`src/rtl/hex_scan_controller.sv`:
```
// hex_scan_controller: time-multiplexed scan of a buffered hex word onto a common-anode seven-segment display.
// Ports: clk, reset_n (async, active-low); load_valid/load_data/load_ready accept a packed hex word
// (nibble i = digit i, digit 0 least significant); nibble, digit_en_n (active-low one-hot), digit_idx
// and frame_start (pulse on the first dwell cycle of digit 0) drive the downstream seven_seg_driver.
module hex_scan_controller #(
    parameter int NUM_DIGITS   = 8,
    parameter int DWELL_CYCLES = 50000,
    parameter int GUARD_CYCLES = 2,
    parameter int BLANK_LZ     = 1
) (
    input  logic                    clk,
    input  logic                    reset_n,
    input  logic                    load_valid,
    input  logic [4*NUM_DIGITS-1:0] load_data,
    output logic                    load_ready,
    output logic [3:0]              nibble,
    output logic [NUM_DIGITS-1:0]   digit_en_n,
    output logic [2:0]              digit_idx,
    output logic                    frame_start
);
    localparam int W    = 4 * NUM_DIGITS;
    localparam int CMAX = DWELL_CYCLES > GUARD_CYCLES ? DWELL_CYCLES : GUARD_CYCLES;
    localparam int CW   = $clog2(CMAX) + 1;
    localparam logic [CW-1:0] DWELL_LAST = CW'(DWELL_CYCLES - 1);
    localparam logic [CW-1:0] GUARD_LAST = CW'(GUARD_CYCLES - 1);
    localparam logic [2:0] LAST_IDX = 3'(NUM_DIGITS - 1);
    localparam logic [NUM_DIGITS-1:0] ONE = NUM_DIGITS'(1);
    typedef enum logic [1:0] {IDLE, DWELL, GUARD} state_t;
    state_t state, state_nx;
    logic [CW-1:0] cnt, cnt_nx;
    logic [2:0] idx_nx;
    logic [W-1:0] disp_reg, pend_reg, disp_nx, nib_sh;
    logic pending_valid, accept, commit, wrap, acc, lit, fs_nx;
    logic [NUM_DIGITS-1:0] keep, sel, en_nx;
    logic [3:0] nib_nx;
    assign load_ready = ~pending_valid;
    assign accept     = load_valid & ~pending_valid;
    always_comb begin
        state_nx = state;
        cnt_nx   = cnt;
        idx_nx   = digit_idx;
        wrap     = 1'b0;
        case (state)
            IDLE: begin
                if (pending_valid) begin
                    state_nx = DWELL;
                    cnt_nx   = '0;
                    idx_nx   = '0;
                end
            end
            DWELL: begin
                state_nx = cnt == DWELL_LAST ? GUARD : DWELL;
                cnt_nx   = cnt == DWELL_LAST ? '0 : cnt + 1'b1;
            end
            GUARD: begin
                if (cnt == GUARD_LAST) begin
                    state_nx = DWELL;
                    cnt_nx   = '0;
                    wrap     = digit_idx == LAST_IDX;
                    idx_nx   = wrap ? 3'd0 : digit_idx + 3'd1;
                end else begin
                    cnt_nx = cnt + 1'b1;
                end
            end
            default: state_nx = IDLE;
        endcase
        // disp_reg only changes between frames, so a frame is never torn.
        commit  = pending_valid & ((state == IDLE) | wrap);
        disp_nx = commit ? pend_reg : disp_reg;
    end
    // keep[i]: digit i shows, i.e. it is digit 0, blanking is off, or a nonzero nibble sits at or above i.
    always_comb begin
        keep = '0;
        acc  = 1'b0;
        for (int i = NUM_DIGITS - 1; i >= 0; i--) begin
            acc     = acc | (disp_nx[4*i +: 4] != 4'h0);
            keep[i] = acc | (i == 0) | (BLANK_LZ == 0);
        end
        sel    = ONE << idx_nx;
        lit    = |(keep & sel);
        nib_sh = disp_nx >> {idx_nx, 2'b00};
        en_nx  = (state_nx == DWELL && lit) ? ~sel : '1;
        nib_nx = state_nx == DWELL ? nib_sh[3:0] : nibble;
        fs_nx  = state_nx == DWELL && state != DWELL && idx_nx == 3'd0;
    end
    always_ff @(posedge clk or negedge reset_n) begin
        if (!reset_n) begin
            state         <= IDLE;
            cnt           <= '0;
            digit_idx     <= '0;
            disp_reg      <= '0;
            pend_reg      <= '0;
            pending_valid <= 1'b0;
            digit_en_n    <= '1;
            nibble        <= '0;
            frame_start   <= 1'b0;
        end else begin
            state         <= state_nx;
            cnt           <= cnt_nx;
            digit_idx     <= idx_nx;
            disp_reg      <= disp_nx;
            pend_reg      <= accept ? load_data : pend_reg;
            pending_valid <= accept | (pending_valid & ~commit);
            digit_en_n    <= en_nx;
            nibble        <= nib_nx;
            frame_start   <= fs_nx;
        end
    end
endmodule

```
`config.mk`:
```
export PLATFORM = sky130hd
export DESIGN_NAME = hex_scan_controller
export DESIGN_NICKNAME = d
export VERILOG_FILES = /design/src/rtl/hex_scan_controller.sv
export SDC_FILE = /design/constraint.sdc
export NUM_CORES = 1
export LEC_CHECK = 0
export CORE_MARGIN = 4
export CORE_UTILIZATION = 50
export DETAILED_ROUTE_END_ITERATION = 6
export GPL_TIMING_DRIVEN = 0
export PLACE_DENSITY = 0.72
export SLEW_MARGIN = 0
export SYNTH_ARGS = -nofsm -noshare
export SYNTH_HDL_FRONTEND = slang
export SYNTH_SLANG_ARGS = --single-unit
```
`constraint.sdc`:
```
create_clock -name clk -period 7.98 [get_ports clk]
set_input_delay 1.197 -clock clk [delete_from_list [all_inputs] [get_ports clk]]
set_output_delay 1.197 -clock clk [all_outputs]
set_load 0.02 [all_outputs]
```
==> impl_results.html <==
<table>
<tr><th>Metric</th><th>Value</th></tr>
<tr><th colspan="2">Outcome</th></tr>
<tr><td>Run status</td><td>finished, final reports clean</td></tr>
<tr><th colspan="2">Power</th></tr>
<tr><td>Leakage Power</td><td>2.50 nW</td></tr>
<tr><td>Worst-case vdd ir drop</td><td>0.178 mV</td></tr>
<tr><td>Total power density per cell area</td><td>282 nW/µm²</td></tr>
<tr><th colspan="2">Clock network</th></tr>
<tr><td>CTS resizes</td><td>0</td></tr>
<tr><td># clock sinks</td><td>100</td></tr>
<tr><td>CTS tree</td><td>done</td></tr>
<tr><td>Number of buffers added for setup after CTS</td><td>0</td></tr>
<tr><td>CTS Root Cell</td><td>sky130_fd_sc_hd__clkbuf_8</td></tr>
<tr><td>Max Root-Sink Buffers</td><td>2</td></tr>
<tr><td>Clock-pin slew of the registers on the worst-case setup and hold paths</td><td>0.10 ns</td></tr>
<tr><td>CTS buffer count</td><td>9</td></tr>
<tr><td># H-tree levels</td><td>3</td></tr>
<tr><td>Latest clock arrival within the worst-skew pair</td><td>0.38 ns</td></tr>
<tr><td>Hold Buf Count CTS</td><td>0</td></tr>
<tr><th colspan="2">Synth</th></tr>
<tr><td>Total of flip-flops plus latches after synthesis</td><td>100</td></tr>
<tr><td>Synth warn</td><td>0</td></tr>
<tr><td>Post-Synth Simple-Gate Area</td><td>15.0%</td></tr>
<tr><td>Cell taking the most area after synthesis</td><td>sky130_fd_sc_hd__dfrtp_1</td></tr>
<tr><td>Ys flop type</td><td>sky130_fd_sc_hd__dfrtp_1</td></tr>
<tr><td>Sequential element share of the synthesized area</td><td>52.0%</td></tr>
<tr><td>Portion of netlist area occupied by mux cells</td><td>9.92%</td></tr>
<tr><td>Share of the synthesized area in compound gates (AO/OA/AOI/OAI)</td><td>14.8%</td></tr>
<tr><td>Main combinational cell family by area after synthesis</td><td>simple AND/OR/NAND/NOR gates</td></tr>
<tr><td>Number of unique standard cell types used by synthesis</td><td>52</td></tr>
<tr><td>Synth Net Count</td><td>489</td></tr>
<tr><td>Average size of a mapped cell</td><td>10.9 µm²</td></tr>
<tr><td>Post-synth EDFFs</td><td>0</td></tr>
<tr><td>Asr flop ratio synth</td><td>100%</td></tr>
<tr><td>Ranking of synthesized cells by area</td><td>sky130_fd_sc_hd__dfrtp_1, sky130_fd_sc_hd__mux2_2, sky130_fd_sc_hd__nand2_1</td></tr>
<tr><td>Top cell type's share of synthesized area</td><td>47.7%</td></tr>
<tr><td>Share of synthesized cell area in full adder, half adder and majority cells</td><td>2.33%</td></tr>
<tr><td>Post-synthesis instance area</td><td>4830 µm²</td></tr>
<tr><td>Post-synthesis xor/xnor area fraction</td><td>1.81%</td></tr>
<tr><td>Synthesized netlist cell count</td><td>445</td></tr>
<tr><th colspan="2">Global routing</th></tr>
<tr><td>Maximum number of pins on one net before global-route repair</td><td>56</td></tr>
<tr><td>Most utilized layer in the global route result</td><td>met2</td></tr>
<tr><td>Met1 track utilization from global routing</td><td>28.4%</td></tr>
<tr><td>Met2 usage in global routing</td><td>31.0%</td></tr>
<tr><td>Vias in the first global route</td><td>3564</td></tr>
<tr><td>Overall Global Routing Usage</td><td>20.6%</td></tr>
<tr><td>Global-route wire length before repair</td><td>18200 µm</td></tr>
<tr><td>Antenna violations before repair</td><td>0</td></tr>
<tr><td>Met3 track utilization from global routing</td><td>6.19%</td></tr>
<tr><td>Global route overflow</td><td>0</td></tr>
<tr><th colspan="2">Timing</th></tr>
<tr><td>Summed negative setup slack over all endpoints</td><td>0 ns</td></tr>
<tr><td>Fin crit period</td><td>3.10 ns</td></tr>
<tr><td>Maximum achievable frequency</td><td>323 MHz</td></tr>
<tr><td>Setup repair after global routing missed its margin</td><td>false</td></tr>
<tr><td>Max-Slew Margin vs Limit</td><td>57.2%</td></tr>
<tr><td>Worst Max-Slew Pin Slew</td><td>0.642 ns</td></tr>
<tr><td>Hold Violations, Final</td><td>0</td></tr>
<tr><td>Worst hold margin</td><td>0.501 ns</td></tr>
<tr><td>Final-report setup violation count</td><td>0</td></tr>
<tr><td>Count of final max-slew check failures</td><td>0</td></tr>
<tr><td>Maximum clock skew at final layout</td><td>0.0149 ns</td></tr>
<tr><td>Part of the cycle the worst path needs</td><td>38.8%</td></tr>
<tr><th colspan="2">Floorplan</th></tr>
<tr><td>Die Wd</td><td>106 µm</td></tr>
<tr><td>Rows</td><td>35</td></tr>
<tr><td>Vert. Die Dim</td><td>106 µm</td></tr>
<tr><td>Number of ports placed on the die boundary</td><td>52</td></tr>
<tr><td>Area enclosed by the die boundary</td><td>11300 µm²</td></tr>
<tr><td>Starting utilization of the core area</td><td>51.8%</td></tr>
<tr><td>Core region area</td><td>9330 µm²</td></tr>
<tr><th colspan="2">Cells and area</th></tr>
<tr><td>Layout Area Growth over Synthesis</td><td>18.8%</td></tr>
<tr><td>Area of combinational cells with multiple inputs</td><td>2120 µm²</td></tr>
<tr><td>Fraction of final layout cells sized beyond drive strength 1</td><td>14.0%</td></tr>
<tr><td>Final-layout fill cell count</td><td>806</td></tr>
<tr><td>Nets</td><td>552</td></tr>
<tr><td>Count of inserted antenna diode cells</td><td>0</td></tr>
<tr><td>Post-route standard cell area excluding fillers</td><td>5740 µm²</td></tr>
<tr><td>Register area</td><td>2510 µm²</td></tr>
<tr><th colspan="2">Worst setup path</th></tr>
<tr><td>Worst flop-to-flop path startpoint</td><td>state[0]</td></tr>
<tr><td>Data required time at the worst endpoint</td><td>8.25 ns</td></tr>
<tr><td>Worst Setup Path Type</td><td>reg2reg</td></tr>
<tr><td>Type of element launching the critical path</td><td>register</td></tr>
<tr><td>Minimum setup slack among reg-to-reg paths</td><td>4.88 ns</td></tr>
<tr><td>Arrival time at the worst endpoint</td><td>3.37 ns</td></tr>
<tr><td>Worst Setup SP</td><td>state[0]</td></tr>
<tr><td>Critical path capture point type</td><td>register</td></tr>
<tr><td>Maximum fanout along the worst path</td><td>10</td></tr>
<tr><td>Reg-to-Reg End</td><td>nibble[2]</td></tr>
<tr><td>R2R depth</td><td>11</td></tr>
<tr><th colspan="2">Place</th></tr>
<tr><td>Final weighted congestion in routability-driven placement</td><td>0.883</td></tr>
<tr><td>Placed instance area</td><td>5530 µm²</td></tr>
<tr><td>Quantity of I/O buffers inserted on ports</td><td>51</td></tr>
<tr><td>HPWL after detailed placement</td><td>8370 µm</td></tr>
<tr><th colspan="2">Hold path</th></tr>
<tr><td>Worst min-delay path class</td><td>reg2reg</td></tr>
<tr><td>Source of the worst hold timing path</td><td>nibble[2]</td></tr>
<tr><td>Hold Path Cell Cnt</td><td>1</td></tr>
<tr><td>End point of the worst hold path</td><td>nibble[2]</td></tr>
<tr><th colspan="2">Route</th></tr>
<tr><td>Drt first pass iters</td><td>5</td></tr>
<tr><td>DR DRC count</td><td>0</td></tr>
<tr><td>Overall via count from detail_route</td><td>3719</td></tr>
<tr><td>Mean number of vias per cell</td><td>5.79</td></tr>
<tr><td>Routed Wire Length</td><td>11200 µm</td></tr>
<tr><td>Initial DRC count</td><td>326</td></tr>
<tr><td>Mean routed wirelength per cell</td><td>17.5 µm</td></tr>
<tr><td>Final ANT Viol Nets</td><td>0</td></tr>
<tr><th colspan="2">Flow run</th></tr>
<tr><td>Max-cap check violation count</td><td>0</td></tr>
</table>
## power breakdown
part           switching, W  internal, W
sequential         0.000126     0.000682
clock              0.000172     0.000177
combinational      0.000237     0.000221
## how the worst max path moves through the flow
stage / end / slack [ns]
global placement: pend_reg[13] / 2.08
detailed placement: pend_reg[23] / 4.78
finish: nibble[2] / 4.88
CTS: nibble[1] / 4.94
floorplan: nibble[0] / 5.45
global route: nibble[1] / 4.67
## metal layers
metal | part of all wire [%] | wire length (µm)
met3 | 6.3 | 705
met1 | 45 | 5060
met2 | 47 | 5240
met4 | 1.9 | 217
met5 | 0 | 0
## Yosys cell counts, types with 8 or more instances
master / instances
sky130_fd_sc_hd__a21oi_1: 10
sky130_fd_sc_hd__a221o_1: 9
sky130_fd_sc_hd__clkbuf_1: 11
sky130_fd_sc_hd__dfrtp_1: 92
sky130_fd_sc_hd__dfstp_2: 8
sky130_fd_sc_hd__ha_1: 9
sky130_fd_sc_hd__inv_1: 24
sky130_fd_sc_hd__mux2_2: 27
sky130_fd_sc_hd__mux2i_1: 10
sky130_fd_sc_hd__nand2_1: 58
sky130_fd_sc_hd__nand3_1: 9
sky130_fd_sc_hd__nor2_1: 26
sky130_fd_sc_hd__nor4_1: 12
sky130_fd_sc_hd__o211ai_1: 24
sky130_fd_sc_hd__o21ai_0: 12
sky130_fd_sc_hd__o21ai_1: 12
## placed cells by master, fill, tap and decap left out, drive strengths merged, types with 4 or more instances in the layout
| cell | count |
|---|---|
| dfrtp | 92 |
| nand2 | 58 |
| clkdlybuf4s50 | 50 |
| mux2 | 32 |
| nor2 | 26 |
| o211ai | 26 |
| inv | 25 |
| o21ai | 25 |
| clkbuf | 23 |
| nor4 | 15 |
| buf | 11 |
| mux2i | 10 |
| a21oi | 10 |
| a221o | 9 |
| nand3 | 9 |
| ha | 9 |
| dfstp | 8 |
| a41oi | 6 |
| nor2b | 6 |
| xor2 | 6 |
| a21o | 5 |
| nand4 | 5 |
| or4 | 4 |
| a31oi | 4 |
| xnor2 | 4 |
## kinds of logic after synthesis
logic type	count (synthesis)
compound gates	100
xor+xnor	10
fa+ha+maj	9
buf+inv	45
flops	100
mux	42
simple gates	139
## critical path, stage by stage (launching register included)
cell and delay [ns]:
sky130_fd_sc_hd__dfrtp_1 0.45, sky130_fd_sc_hd__inv_1 0.10, sky130_fd_sc_hd__ha_1 0.17, sky130_fd_sc_hd__clkbuf_1 0.34, sky130_fd_sc_hd__nand3_1 0.41, sky130_fd_sc_hd__o21a_1 0.32, sky130_fd_sc_hd__buf_6 0.16, sky130_fd_sc_hd__buf_6 0.17
sky130_fd_sc_hd__mux2_4 0.31, sky130_fd_sc_hd__o211ai_1 0.23, sky130_fd_sc_hd__a41oi_1 0.15, sky130_fd_sc_hd__a21o_1 0.17
## final cells by class
| type | instances | share of cell area, % |
|---|---|---|
| tap | 129 | 2.81 |
| clock buffer | 12 | 2.36 |
| clock inverter | 4 | 1.31 |
| buffer | 20 | 1.79 |
| timing repair buffer | 52 | 9.34 |
| inverter | 25 | 1.64 |
| multi-input combinational | 300 | 37.0 |
| sequential | 100 | 43.8 |
## through the flow
step	power [W]	utilization [%]	setup slack [ns]	cells
after global routing	0.00172	61.5	4.67	642
after detailed placement	0.00127	59.2	4.78	626
final	0.00162	61.5	4.88	642
after CTS	0.00162	61.5	4.94	642
after floorplan	0.00110	-	5.45	445
after global placement	0.00125	59.0	2.08	625
Note: power is estimated with default switching activity, not from simulation.
